**config.mk**
```make
export PLATFORM = sky130hd
export DESIGN_NAME = fp_mul_pipe
export DESIGN_NICKNAME = d
export VERILOG_FILES = /design/src/rtl/fp_mul_pipe.sv
export SDC_FILE = /design/constraint.sdc
export NUM_CORES = 1
export LEC_CHECK = 0
export ABC_AREA = 1
export ABC_CLOCK_PERIOD_IN_PS = 4690
export CAP_MARGIN = 15
export CORE_UTILIZATION = 59
export DETAILED_ROUTE_END_ITERATION = 10
export PLACE_DENSITY = 0.89
export SETUP_SLACK_MARGIN = 0.05
export SLEW_MARGIN = 40
export SYNTH_ARGS = -nofsm -noshare
export SYNTH_HDL_FRONTEND = slang
export SYNTH_SLANG_ARGS = --single-unit
```
**constraint.sdc**
```tcl
create_clock -name i_clk -period 4.69 [get_ports i_clk]
set_input_delay 0.469 -clock i_clk [delete_from_list [all_inputs] [get_ports i_clk]]
set_output_delay 0.469 -clock i_clk [all_outputs]
set_load 0.01 [all_outputs]
```
**src/rtl/fp_mul_pipe.sv**
```systemverilog
// Three-stage pipelined floating-point multiplier: classify/unpack, multiply, normalise/round/pack.
// A single global advance enable stalls every stage when the output is held by the consumer.
module fp_mul_pipe #(
    parameter int EXP_WIDTH  = 8,
    parameter int SIG_WIDTH  = 7,
    parameter int FLAG_WIDTH = 4
) (
    input  logic                           i_clk,
    input  logic                           i_rst,
    input  logic                           i_valid,
    output logic                           o_ready,
    input  logic [EXP_WIDTH+SIG_WIDTH:0]   i_data_a,
    input  logic [EXP_WIDTH+SIG_WIDTH:0]   i_data_b,
    input  logic                           i_rnd_mode,
    output logic                           o_valid,
    input  logic                           i_ready,
    output logic [EXP_WIDTH+SIG_WIDTH:0]   o_data,
    output logic [FLAG_WIDTH-1:0]          o_flag
);

    localparam int W    = EXP_WIDTH + SIG_WIDTH + 1;
    localparam int PW   = 2 * SIG_WIDTH + 2;
    localparam int XW   = EXP_WIDTH + 2;
    localparam int BIAS = (1 << (EXP_WIDTH - 1)) - 1;

    localparam logic [EXP_WIDTH-1:0]  EXP_ONES = '1;
    localparam logic [SIG_WIDTH-1:0]  SIG_QNAN = {1'b1, {(SIG_WIDTH-1){1'b0}}};
    localparam logic signed [XW-1:0]  BIAS_X   = XW'(BIAS);
    localparam logic signed [XW-1:0]  MIN_X    = XW'(1 - BIAS);

    localparam logic [FLAG_WIDTH-1:0] FL_NAN  = FLAG_WIDTH'(8);
    localparam logic [FLAG_WIDTH-1:0] FL_ZERO = FLAG_WIDTH'(4);
    localparam logic [FLAG_WIDTH-1:0] FL_INF  = FLAG_WIDTH'(2);
    localparam logic [FLAG_WIDTH-1:0] FL_NORM = FLAG_WIDTH'(1);

    logic w_en;

    // stage 1 registers
    logic                    r1_valid;
    logic                    r1_sign;
    logic                    r1_spec;
    logic [W-1:0]            r1_spec_data;
    logic [FLAG_WIDTH-1:0]   r1_spec_flag;
    logic [EXP_WIDTH-1:0]    r1_exp_a;
    logic [EXP_WIDTH-1:0]    r1_exp_b;
    logic [SIG_WIDTH:0]      r1_man_a;
    logic [SIG_WIDTH:0]      r1_man_b;
    logic                    r1_rnd;

    // stage 2 registers
    logic                    r2_valid;
    logic                    r2_sign;
    logic                    r2_spec;
    logic [W-1:0]            r2_spec_data;
    logic [FLAG_WIDTH-1:0]   r2_spec_flag;
    logic signed [XW-1:0]    r2_exp;
    logic [PW-1:0]           r2_prod;
    logic                    r2_rnd;

    // stage 3 (output) registers
    logic                    r3_valid;
    logic [W-1:0]            r3_data;
    logic [FLAG_WIDTH-1:0]   r3_flag;

    assign w_en    = !r3_valid || i_ready;
    assign o_ready = w_en;
    assign o_valid = r3_valid;
    assign o_data  = r3_data;
    assign o_flag  = r3_flag;

    // ---------------- S1: classify / unpack ----------------
    logic                  w_sa, w_sb, w_sign;
    logic [EXP_WIDTH-1:0]  w_ea, w_eb;
    logic [SIG_WIDTH-1:0]  w_fa, w_fb;
    logic                  w_a_zero, w_a_inf, w_a_nan;
    logic                  w_b_zero, w_b_inf, w_b_nan;
    logic                  w_spec;
    logic [W-1:0]          w_spec_data;
    logic [FLAG_WIDTH-1:0] w_spec_flag;

    assign {w_sa, w_ea, w_fa} = i_data_a;
    assign {w_sb, w_eb, w_fb} = i_data_b;
    assign w_sign   = w_sa ^ w_sb;

    assign w_a_zero = (w_ea == '0);
    assign w_a_inf  = (w_ea == EXP_ONES) && (w_fa == '0);
    assign w_a_nan  = (w_ea == EXP_ONES) && (w_fa != '0);
    assign w_b_zero = (w_eb == '0);
    assign w_b_inf  = (w_eb == EXP_ONES) && (w_fb == '0);
    assign w_b_nan  = (w_eb == EXP_ONES) && (w_fb != '0);

    always_comb begin
        w_spec      = 1'b1;
        w_spec_data = '0;
        w_spec_flag = FL_ZERO;
        if (w_a_nan || w_b_nan) begin
            w_spec_data = {1'b0, EXP_ONES, SIG_QNAN};
            w_spec_flag = FL_NAN;
        end else if ((w_a_zero && w_b_inf) || (w_a_inf && w_b_zero)) begin
            w_spec_data = {1'b1, EXP_ONES, SIG_QNAN};
            w_spec_flag = FL_NAN;
        end else if (w_a_zero || w_b_zero) begin
            // subnormal operands land here too: they are flushed to signed zero
            w_spec_data = {w_sign, {(W-1){1'b0}}};
            w_spec_flag = FL_ZERO;
        end else if (w_a_inf || w_b_inf) begin
            w_spec_data = {w_sign, EXP_ONES, {SIG_WIDTH{1'b0}}};
            w_spec_flag = FL_INF;
        end else begin
            w_spec = 1'b0;
        end
    end

    // ---------------- S2: significand multiply + exponent add ----------------
    logic [PW-1:0]        w_prod;
    logic signed [XW-1:0] w_exp_sum;

    assign w_prod    = PW'(r1_man_a) * PW'(r1_man_b);
    assign w_exp_sum = XW'(r1_exp_a) + XW'(r1_exp_b) - XW'(2 * BIAS);

    // ---------------- S3: normalise / round / pack ----------------
    logic                  w_msb;
    logic [PW-2:0]         w_norm;
    logic [SIG_WIDTH-1:0]  w_frac;
    logic                  w_guard, w_sticky, w_inc;
    logic [SIG_WIDTH:0]    w_frac_r;
    logic signed [XW-1:0]  w_exp_r;
    logic [EXP_WIDTH-1:0]  w_exp_biased;
    logic [W-1:0]          w_res_data;
    logic [FLAG_WIDTH-1:0] w_res_flag;

    // w_norm drops the leading one, so its top SIG_WIDTH bits are the kept fraction
    assign w_msb    = r2_prod[PW-1];
    assign w_norm   = w_msb ? r2_prod[PW-2:0] : {r2_prod[PW-3:0], 1'b0};
    assign w_frac   = w_norm[PW-2 -: SIG_WIDTH];
    assign w_guard  = w_norm[SIG_WIDTH];
    assign w_sticky = |w_norm[SIG_WIDTH-1:0];
    assign w_inc    = r2_rnd && w_guard && (w_sticky || w_frac[0]);
    assign w_frac_r = {1'b0, w_frac} + (SIG_WIDTH+1)'(w_inc);
    // a rounding carry leaves the fraction all-zero, so only the exponent moves
    assign w_exp_r  = r2_exp + XW'(w_msb) + XW'(w_frac_r[SIG_WIDTH]);
    assign w_exp_biased = EXP_WIDTH'(w_exp_r + BIAS_X);

    always_comb begin
        w_res_data = '0;
        w_res_flag = FL_ZERO;
        if (r2_spec) begin
            w_res_data = r2_spec_data;
            w_res_flag = r2_spec_flag;
        end else if (w_exp_r > BIAS_X) begin
            w_res_data = {r2_sign, EXP_ONES, {SIG_WIDTH{1'b0}}};
            w_res_flag = FL_INF;
        end else if (w_exp_r < MIN_X) begin
            w_res_data = {r2_sign, {(W-1){1'b0}}};
            w_res_flag = FL_ZERO;
        end else begin
            w_res_data = {r2_sign, w_exp_biased, w_frac_r[SIG_WIDTH-1:0]};
            w_res_flag = FL_NORM;
        end
    end

    // ---------------- pipeline registers ----------------
    always_ff @(posedge i_clk) begin
        if (i_rst) begin
            r1_valid <= 1'b0;
            r2_valid <= 1'b0;
            r3_valid <= 1'b0;
            r3_data  <= '0;
            r3_flag  <= '0;
        end else if (w_en) begin
            r1_valid     <= i_valid;
            r1_sign      <= w_sign;
            r1_spec      <= w_spec;
            r1_spec_data <= w_spec_data;
            r1_spec_flag <= w_spec_flag;
            r1_exp_a     <= w_ea;
            r1_exp_b     <= w_eb;
            r1_man_a     <= {1'b1, w_fa};
            r1_man_b     <= {1'b1, w_fb};
            r1_rnd       <= i_rnd_mode;

            r2_valid     <= r1_valid;
            r2_sign      <= r1_sign;
            r2_spec      <= r1_spec;
            r2_spec_data <= r1_spec_data;
            r2_spec_flag <= r1_spec_flag;
            r2_exp       <= w_exp_sum;
            r2_prod      <= w_prod;
            r2_rnd       <= r1_rnd;

            r3_valid     <= r2_valid;
            if (r2_valid) begin
                r3_data <= w_res_data;
                r3_flag <= w_res_flag;
            end
        end
    end

endmodule

```
-- Word level (Yosys, flattened, before mapping)
Index checks and enable logic that the tools add are counted.
- add/sub/neg operators: 6
- multiply operators: 1
- div/mod/pow operators: 0
- order comparisons: 2
- equality and inequality tests: 2
- shift-type cells: 0
- mux-type cells: 13
- bitwise gates (word level): 2
- reductions and logical operators: 26
- operators by type and width (cell ; number):
    2-to-1 mux 16 bit ; 4
    2-to-1 mux 15 bit ; 3
    adder 10 x 1 -> 10 bit ; 2
    == test 8 bit (second input constant) ; 2
    logical NOT 8 bit ; 2
    multiplier 8 x 8 -> 16 bit ; 1
    logical NOT 7 bit ; 2
    nonzero test 7 bit ; 2
    2-to-1 mux 3 bit ; 4
    greater-than comparator 10 x 8 -> 1 bit (second input constant) ; 1
    < comparator 10 x 8 -> 1 bit (second input constant) ; 1
    subtractor 9 x 8 -> 10 bit (second input constant) ; 1
    adder 8 x 8 -> 9 bit ; 1
    adder 7 x 1 -> 8 bit ; 1
    adder 8 bit (second input constant) ; 1
    logical AND 1 bit ; 8
    OR reduction 7 bit ; 1
    logical OR 1 bit ; 6
    2-to-1 mux 4 bit ; 1
    AND reduction 2 bit ; 2
    OR reduction 3 bit ; 1
    OR reduction 2 bit ; 1
    logical NOT 1 bit ; 1
    2-to-1 mux 1 bit ; 1
    2 further kinds ; 2
- bits in registers: 125
- latch bits: 0
- RAM bits: 0
- memory bits (read-only): 0
- bits of input ports: 37
- output and inout port bits: 22
- memories: 0

-- Longest topological paths before layout
- word-level depth: 10
- mapped depth: 21
- depth with buffers taken out: 21

-- Worst setup path before layout
No wires, ideal clock.
- kind: register -> register
- start point: reg r1_man_a[1]
- end point: reg r2_prod[12], data pin
- arrival time: 4.011 ns
- required time: 4.428 ns
- slack: 0.417 ns
- cell stages (with the launch flop): 18
- buffers on the path: 1
- period minus slack after synthesis: 4.273 ns
- cells stage by stage: edfxtp_1 clkbuf_1 nand2_1 inv_1 fa_1 inv_1 fa_1 inv_1 fa_1 inv_1 fa_1 inv_1 ha_1 a21oi_1 a21boi_0 o21ai_0 a21oi_1 xor2_1
- word-level cells in the longest chain between the ends: 1
- ends and longest elaborated chain (item ; line ; RTL):
    start, declared ; 46 ; logic [SIG_WIDTH:0] r1_man_a;
    start signal, assigned ; 178 ; r1_man_a <= {1'b1, w_fa};
    multiplier 8 x 8 -> 16 bit ; 118 ; assign w_prod = PW'(r1_man_a) * PW'(r1_man_b);
    named net w_prod[12] ; 115 ; logic [PW-1:0] w_prod;
    end signal, assigned ; 188 ; r2_prod <= w_prod;
    end, declared ; 57 ; logic [PW-1:0] r2_prod;
The timed path passes the listed nets, and every way through them passes these cells.
A chain may end at the register's enable or synchronous reset.

-- Worst setup path after layout
- start point: reg r1_man_b[3]
- end point: reg r2_prod[12], data pin
- word-level cells in the longest chain between the ends: 1
- ends and longest elaborated chain (item ; line ; RTL):
    start, declared ; 47 ; logic [SIG_WIDTH:0] r1_man_b;
    start signal, assigned ; 179 ; r1_man_b <= {1'b1, w_fb};
    multiplier 8 x 8 -> 16 bit ; 118 ;
    named net w_prod[12] ; 115 ;
The timed path passes the listed nets, and every way through them passes these cells.

==> run summary <==
Final GP Congestion -> 0.890
Via-per-instance ratio -> 5.27
Pre-antenna DRT Iters -> 7
Area of the multi-input gates -> 3240 sq um
Setup-failing EPs final -> 0
Worst setup startpoint -> r1_man_b[3]$_DFFE_PP_
Final ANT Viol Nets -> 0
Clk_lat worst skew -> 0.38 ns
First-pass GRT wire length -> 21700 um
Gr usage total -> 24.4%
Fin crit period -> 4.48 ns
Fraction of registers with async set/reset -> 0%
Drt wl/cell -> 13.6 um
P per Cell Area -> 397 nW/um^2
Synth Register Bits -> 95
PortBufs -> 58
DR vias -> 4953
Status -> complete, no violations
Clk buf depth -> 2
Htree depth -> 3
Power, Total -> 2990 uW
Die ar. -> 11500 sq um
Post-DP HPWL -> 10100 um
GRT Residual Overflow -> 0
Clock root cell -> clkbuf_8
EDFF count, synth -> 72
Drt initial violations -> 276
VDD IR max -> 0.322 mV
Area leader, netlist -> edfxtp_1
Number of slew-limit violations in the final report -> 0
Initial Utilization -> 60.4%
Actual slew at the worst max-slew pin -> 0.818 ns
Post-synth top area share -> 33.2%
Share of cells above drive strength 1 -> 6.50%
Cell Rows -> 38
Number of CTS-inserted buffers -> 9
I/O pin cnt -> 59
Placeable core area -> 10800 sq um
Syn Inst Count -> 721
CTS tree -> yes
Most frequent cell after synthesis -> inv_1
Fin util -> 69.9%
Max Clk Rate -> 223 MHz
Worst path arrival time -> 4.62 ns
Number of global-route vias before repair -> 4863
CP startpoint kind -> register
YS warnings -> 0
Crit path max fanout -> 7
R2r startpoint -> r1_man_b[3]$_DFFE_PP_
Commonest cells in the netlist -> 157 x inv_1, 148 x nand2_1, 72 x edfxtp_1
Fin nets -> 924
Clock network power share -> 18.0%
Post-CTS Hold Fix Bufs -> 0
Switching part of the total -> 38.6%
Max-slew headroom -> 45.3%
Worst min-delay path category -> reg2reg
CP Data Required Time -> 4.82 ns
Register area share after synthesis -> 40.3%
Post-Syn Nets -> 850
CTS sink cnt -> 95
Die H -> 107 um
Avg Inst Size Synth -> 9.04 sq um
RSZ-0062 raised after global routing -> true
Reg area -> 2620 sq um
Most used DFF post-synth -> edfxtp_1
Reg power frac -> 38.1%
Synthesized cell area -> 6510 sq um
DR DRC count -> 0
Reg2reg setup slack -> 0.21 ns
Crit share post-route -> 95.6%
Area delta synth->final -> 15.8%
Final Hold Viols -> 0
Int Pwr -> 1840 uW
Area contributors post-synth -> edfxtp_1 33%, fa_1 12%, ha_1 10%, inv_1 9.0%, nand2_1 8.5%
Setup CP Type -> reg2reg
Clk_skew -> 0.0156 ns
Logic pwr share -> 43.9%
Chip width -> 107 um
Lkg Pwr -> 0.00361 uW
Net Sw Power -> 1150 uW
Initial antenna violation count -> 0
Synth cell types -> 37
Max-Cap Viols -> 0
Hold_sp -> r1_spec_data[15]$_SDFFCE_PP0P_
Largest net degree at the start of global routing -> 73
Critical Path Sink Type -> register
N_diodes -> 0
CTS clk-pin slew, worst paths -> 0.09 ns
Post-Route WL -> 12800 um
Setup TNS -> 0 ns
Fill cells -> 808
layout make-up:
type	instances	share of cell area, %
flip-flops and latches	95	34.8
inverters	157	7.81
clock inverters	7	0.945
well taps	140	2.32
clock buffers	9	1.64
multi-input cells	456	43.0
repair buffers	76	9.54
power groups by stage:
stage	Sequential, uW	Clock, uW	Combinational (uW)
6_report	1140	538	1310
5_1_grt	1160	579	1500
4_1_cts	1150	548	1280
3_5_place_dp	1160	0	1270
3_3_place_gp	1160	0	1190
2_1_floorplan	1140	0	973
through the flow:
| step | worst slack [ns] | hold slack (ns) | cells | cell area (sq um) |
|---|---|---|---|---|
| 2_1_floorplan | 0.417 | 0.400 | 721 | 6520 |
| 4_1_cts | 0.0633 | 0.426 | 925 | 7420 |
| 5_1_grt | 0.0222 | 0.431 | 940 | 7540 |
| 3_5_place_dp | 0.0702 | 0.405 | 909 | 7230 |
| 3_3_place_gp | 0.307 | 0.404 | 909 | 7230 |
| 6_report | 0.208 | 0.425 | 940 | 7540 |
critical path, cell delays in order (launching register included):
cell	delay, ns
edfxtp_1	0.53
nand2_1	0.13
inv_1	0.06
fa_1	0.49
inv_1	0.05
fa_1	0.47
inv_1	0.05
fa_1	0.52
inv_1	0.05
fa_1	0.52
inv_1	0.04
ha_1	0.36
a21oi_2	0.22
a21boi_1	0.25
o21ai_0	0.18
a21oi_1	0.22
xor2_1	0.09
state kept, by name (all words and copies together) (netlist names), 2 cells and up:
| name | count |
|---|---|
| r2_spec_flag | 2 |
| r2_exp | 10 |
| r1_man_a | 7 |
| r1_exp_a | 8 |
| r1_exp_b | 8 |
| r2_prod | 16 |
| r2_spec_data | 3 |
| r1_spec_flag | 2 |
| o_data | 16 |
| r1_man_b | 7 |
| o_flag | 4 |
| r1_spec_data | 3 |
layout by cell type, fill, tap and decap left out, types with 9 or more instances in the layout:
cell,count
a21oi_1,42
buf_4,17
clkbuf_8,9
clkdlybuf4s50_1,58
dfxtp_1,23
edfxtp_1,72
fa_1,39
ha_1,53
inv_1,157
nand2_1,148
nand3_1,35
nand4_1,23
nor2_1,34
o21ai_0,14
xor2_1,20
cells by family after synthesis:
| group | synth area share, % |
|---|---|
| compound gates | 5.92 |
| xor+xnor | 3.50 |
| fa+ha+maj | 22.2 |
| buf+inv | 10.2 |
| flops | 40.3 |
| simple gates | 18.0 |
worst paths after layout:
kind,to,depth (start not counted)
setup / recovery,r2_prod[12]$_DFFE_PP_,16
hold / removal,r2_spec_data[15]$_DFFE_PP_,0
setup reg to reg,r2_prod[12]$_DFFE_PP_,16
hold reg to reg,r2_spec_data[15]$_DFFE_PP_,0
what timing repair did:
| action | 4_1_cts | 5_1_grt |
|---|---|---|
| endpoints found under the setup margin | 0 | 3 |
| hold endpoints to repair | 0 | 0 |
| buffers inserted | 0 | 15 |
| resized for setup | 0 | 3 |
layer usage:
metal	vias to the layer above	wire length [um]	track usage, %
met3	27	696	5.17
met2	180	6550	42.9
met5	-	0	0
met4	0	289	9.30
li1	2451	-	-
met1	2295	5240	29.4
Note: power is estimated with default switching activity, not from simulation.
==> edit: new RTL, same settings <==
`EXP_WIDTH`: 8 -> 7.
--- a/src/rtl/fp_mul_pipe.sv
+++ b/src/rtl/fp_mul_pipe.sv
@@ -3,3 +3,3 @@
 module fp_mul_pipe #(
-    parameter int EXP_WIDTH  = 8,
+    parameter int EXP_WIDTH  = 7,
     parameter int SIG_WIDTH  = 7,
Ports: changed (resized i_data_a, i_data_b and o_data); port bits go from 59 to 56. No check against the original RTL was run, so the function may have changed too.
==> edit against the unedited design <==
- cell area shrank 1.7%
- power increased by 1.6%
- routed wire length increased by 2.7%
- setup slack better by 0.0011 ns
- hold slack better by 0.0022 ns
- via count shrank 0.50%
- area after synthesis decreased by 1.3%
- sequential cell count is 4 lower
- die area down 1.3%
- critical path type unchanged
- largest power group unchanged
- highest routed layer unchanged
==> edit: results (changes against the unedited design) <==
| Metric | Value |
|---|---|
| Critical Path AT | `4.59 ns (-0.03 ns)` |
| Sequential fraction of the synthesis area | `39.07% (-1.2 points)` |
| Fill count | `730 (-9.7%)` |
| Initial DRC Count | `284 (+2.9%)` |
| Diodes inserted | `0 (unchanged)` |
| Reg clk slew, reported paths | `0.09 ns (about the same)` |
| Hold_sp | `r1_spec_data[14]` |
| Detailed Place HPWL | `10350 µm (+2.8%)` |
| Syn Nets | `846 (-0.47%)` |
| Proportion of synthesized area in mux cells | `0% (unchanged)` |
| Synth cell count leaders | `161 x inv_1, 153 x nand2_1, 69 x edfxtp_1, 52 x ha_1, 42 x nor2_1` |
| Placed Cells | `900 (-0.99%)` |
| EDFF count, synth | `69 (-4.2%)` |
| Pleak | `0.003592 µW (-0.61%)` |
| Reg2Reg Depth | `16 (unchanged)` |
| XOR/XNOR share of the synthesized area | `3.132% (-0.36 points)` |
| Hold WC Path Type | `register to register` |
| First-pass GRT wire length | `22220 µm (+2.2%)` |
| Cells after Synth | `720 (-0.14%)` |
| Slew at the pin with the worst max-slew slack | `0.8723 ns (+0.05475 ns)` |
| CP max stage delay | `0.55 ns (+0.02 ns)` |
| Asr flop ratio synth | `0% (unchanged)` |
| CTS Buf Count | `9 (unchanged)` |
| P_sw | `1178 µW (+2.1%)` |
| Outcome | `complete, no violations` |
| Final wirelength | `13130 µm (+2.7%)` |
| Layout cells sized above 1 | `7.965% (+1.5 points)` |
| Placer Congestion | `0.9059 (+1.8%)` |
| Skew-Pair Late Insertion Delay | `around 0.37 ns` |
| Vias/cell | `5.316 (+0.89%)` |
| ANT nets after route | `0 (unchanged)` |
| Vias in the first global route | `4981 (+2.4%)` |
| Syn. warnings | `0 (unchanged)` |
| PortBufs | `55 (-5.2%)` |
| Synth unique cells | `36 (-2.7%)` |
| Hold path endpoint | `r2_spec_data[14]` |
| Reg2reg start | `r1_man_b[6]` |
| Largest cells by area after synthesis | `edfxtp_1 32%, fa_1 12%, ha_1 10%` |
| Post-layout net count | `912 (-1.3%)` |
| Setup WS pre-CTS | `-0.03156 ns (-0.1018 ns)` |
| Reg-to-Reg End | `r2_prod[12]` |
| Root buffer cell | `clkbuf_8` |
| Largest net degree at the start of global routing | `70 (-4.1%)` |
| Worst path slowest cell | `fa_1` |
| Starting Density | `61.47% (+1.1 points)` |
| Max IR drop VDD | `0.0002046 V (-36%)` |
| Overall Global Routing Usage | `25.14% (+0.73 points)` |
| Worst Skew | `0.01012 ns (-0.005471 ns)` |
| Top FF cell, synth | `edfxtp_1` |
| Post-synthesis compound-gate area fraction | `5.875% (-0.040 points)` |
| Router iterations before antenna repair | `5 (-2)` |
| H-tree depth | `3 (unchanged)` |
| Layout Cells excl Fill | `927 (-1.4%)` |
| Adder-cell share of the synthesized area | `22.26% (+0.094 points)` |
edit: changes by cell type in the layout (fill, tap and decap cells not counted), sizes merged, moves of 6 or more:
cell,delta
inv,+7
nand2,+8
a21oi,-6
nor2,+6
nand4,-8
xor2,-6
edit: final cells by class:
cell class / count / area (µm²) / area share [%]
Inverter: 166 / 623.1 / 8.405
Clock buffer: 12 / 155.1 / 2.093
Multi-Input combinational cell: 450 / 3252 / 43.86
Sequential cell: 91 / 2512 / 33.89
Clock inverter: 4 / 48.80 / 0.6582
Tap cell: 136 / 170.2 / 2.295
Timing Repair Buffer: 68 / 651.9 / 8.793
edit: worst register-to-register path, delay by kind of cell (launching register included):
kind | cells | cell delay, ns
compound gates | 4 | 0.77
simple gates | 1 | 0.13
buf+inv | 5 | 0.33
fa+ha+maj | 5 | 2.40
xor+xnor | 1 | 0.10
flops | 1 | 0.51
edit: power groups by stage:
stage          registers (µW)  clock network, µW  logic, µW
2_1_floorplan            1100                  0        992
5_1_grt                  1110                594       1580
3_3_place_gp             1110                  0       1180
3_5_place_dp             1120                  0       1280
4_1_cts                  1100                560       1300
6_report                 1100                553       1390
edit: cells by family (layout without fill, tap and decap cells):
logic type,count (synthesis),in the layout
flip-flops,91,91
AO/OA/AOI/OAI,66,66
XOR/XNOR,23,23
AND/OR/NAND/NOR,270,270
buffers and inverters,179,250
adder cells (fa/ha/maj),91,91
edit: metal layers:
layer  global-route usage, %  part of all wire (%)  vias to the layer above
li1                        -                     -                     2400
met1                   28.37                    39                     2322
met2                   47.08                    53                      173
met3                   4.414                   5.0                       33
met4                   9.127                   2.2                        0
met5                       0                     0                        -
edit: worst max-delay path by stage:
stage,to,cells after the start,start,slack [ns]
floorplan,r2_prod[13],15,r1_man_b[4],0.41
global placement,r2_prod[13],15,r1_man_b[4],0.23
detailed placement,r2_prod[13],15,r1_man_b[4],-0.03
CTS,r2_prod[12],16,r1_man_a[1],0.06
global route,r2_prod[12],16,r1_man_b[6],-0.03
finish,r2_prod[12],16,r1_man_b[6],0.21
edit: repair_timing:
action	in CTS	in global routing
buffers inserted	2	9
pin swaps	0	3
endpoints found under the hold margin	0	0
resized for setup	1	8
setup endpoints to repair	2	4
edit: through the flow:
| stage | hold slack [ns] | total power, µW | instance area (µm²) |
|---|---|---|---|
| after floorplan | 0.4003 | 2088 | 6431 |
| after global placement | 0.4036 | 2295 | 7096 |
| after detailed placement | 0.4054 | 2402 | 7096 |
| after CTS | 0.4265 | 2962 | 7315 |
| after global routing | 0.4322 | 3281 | 7413 |
| final | 0.4268 | 3040 | 7413 |
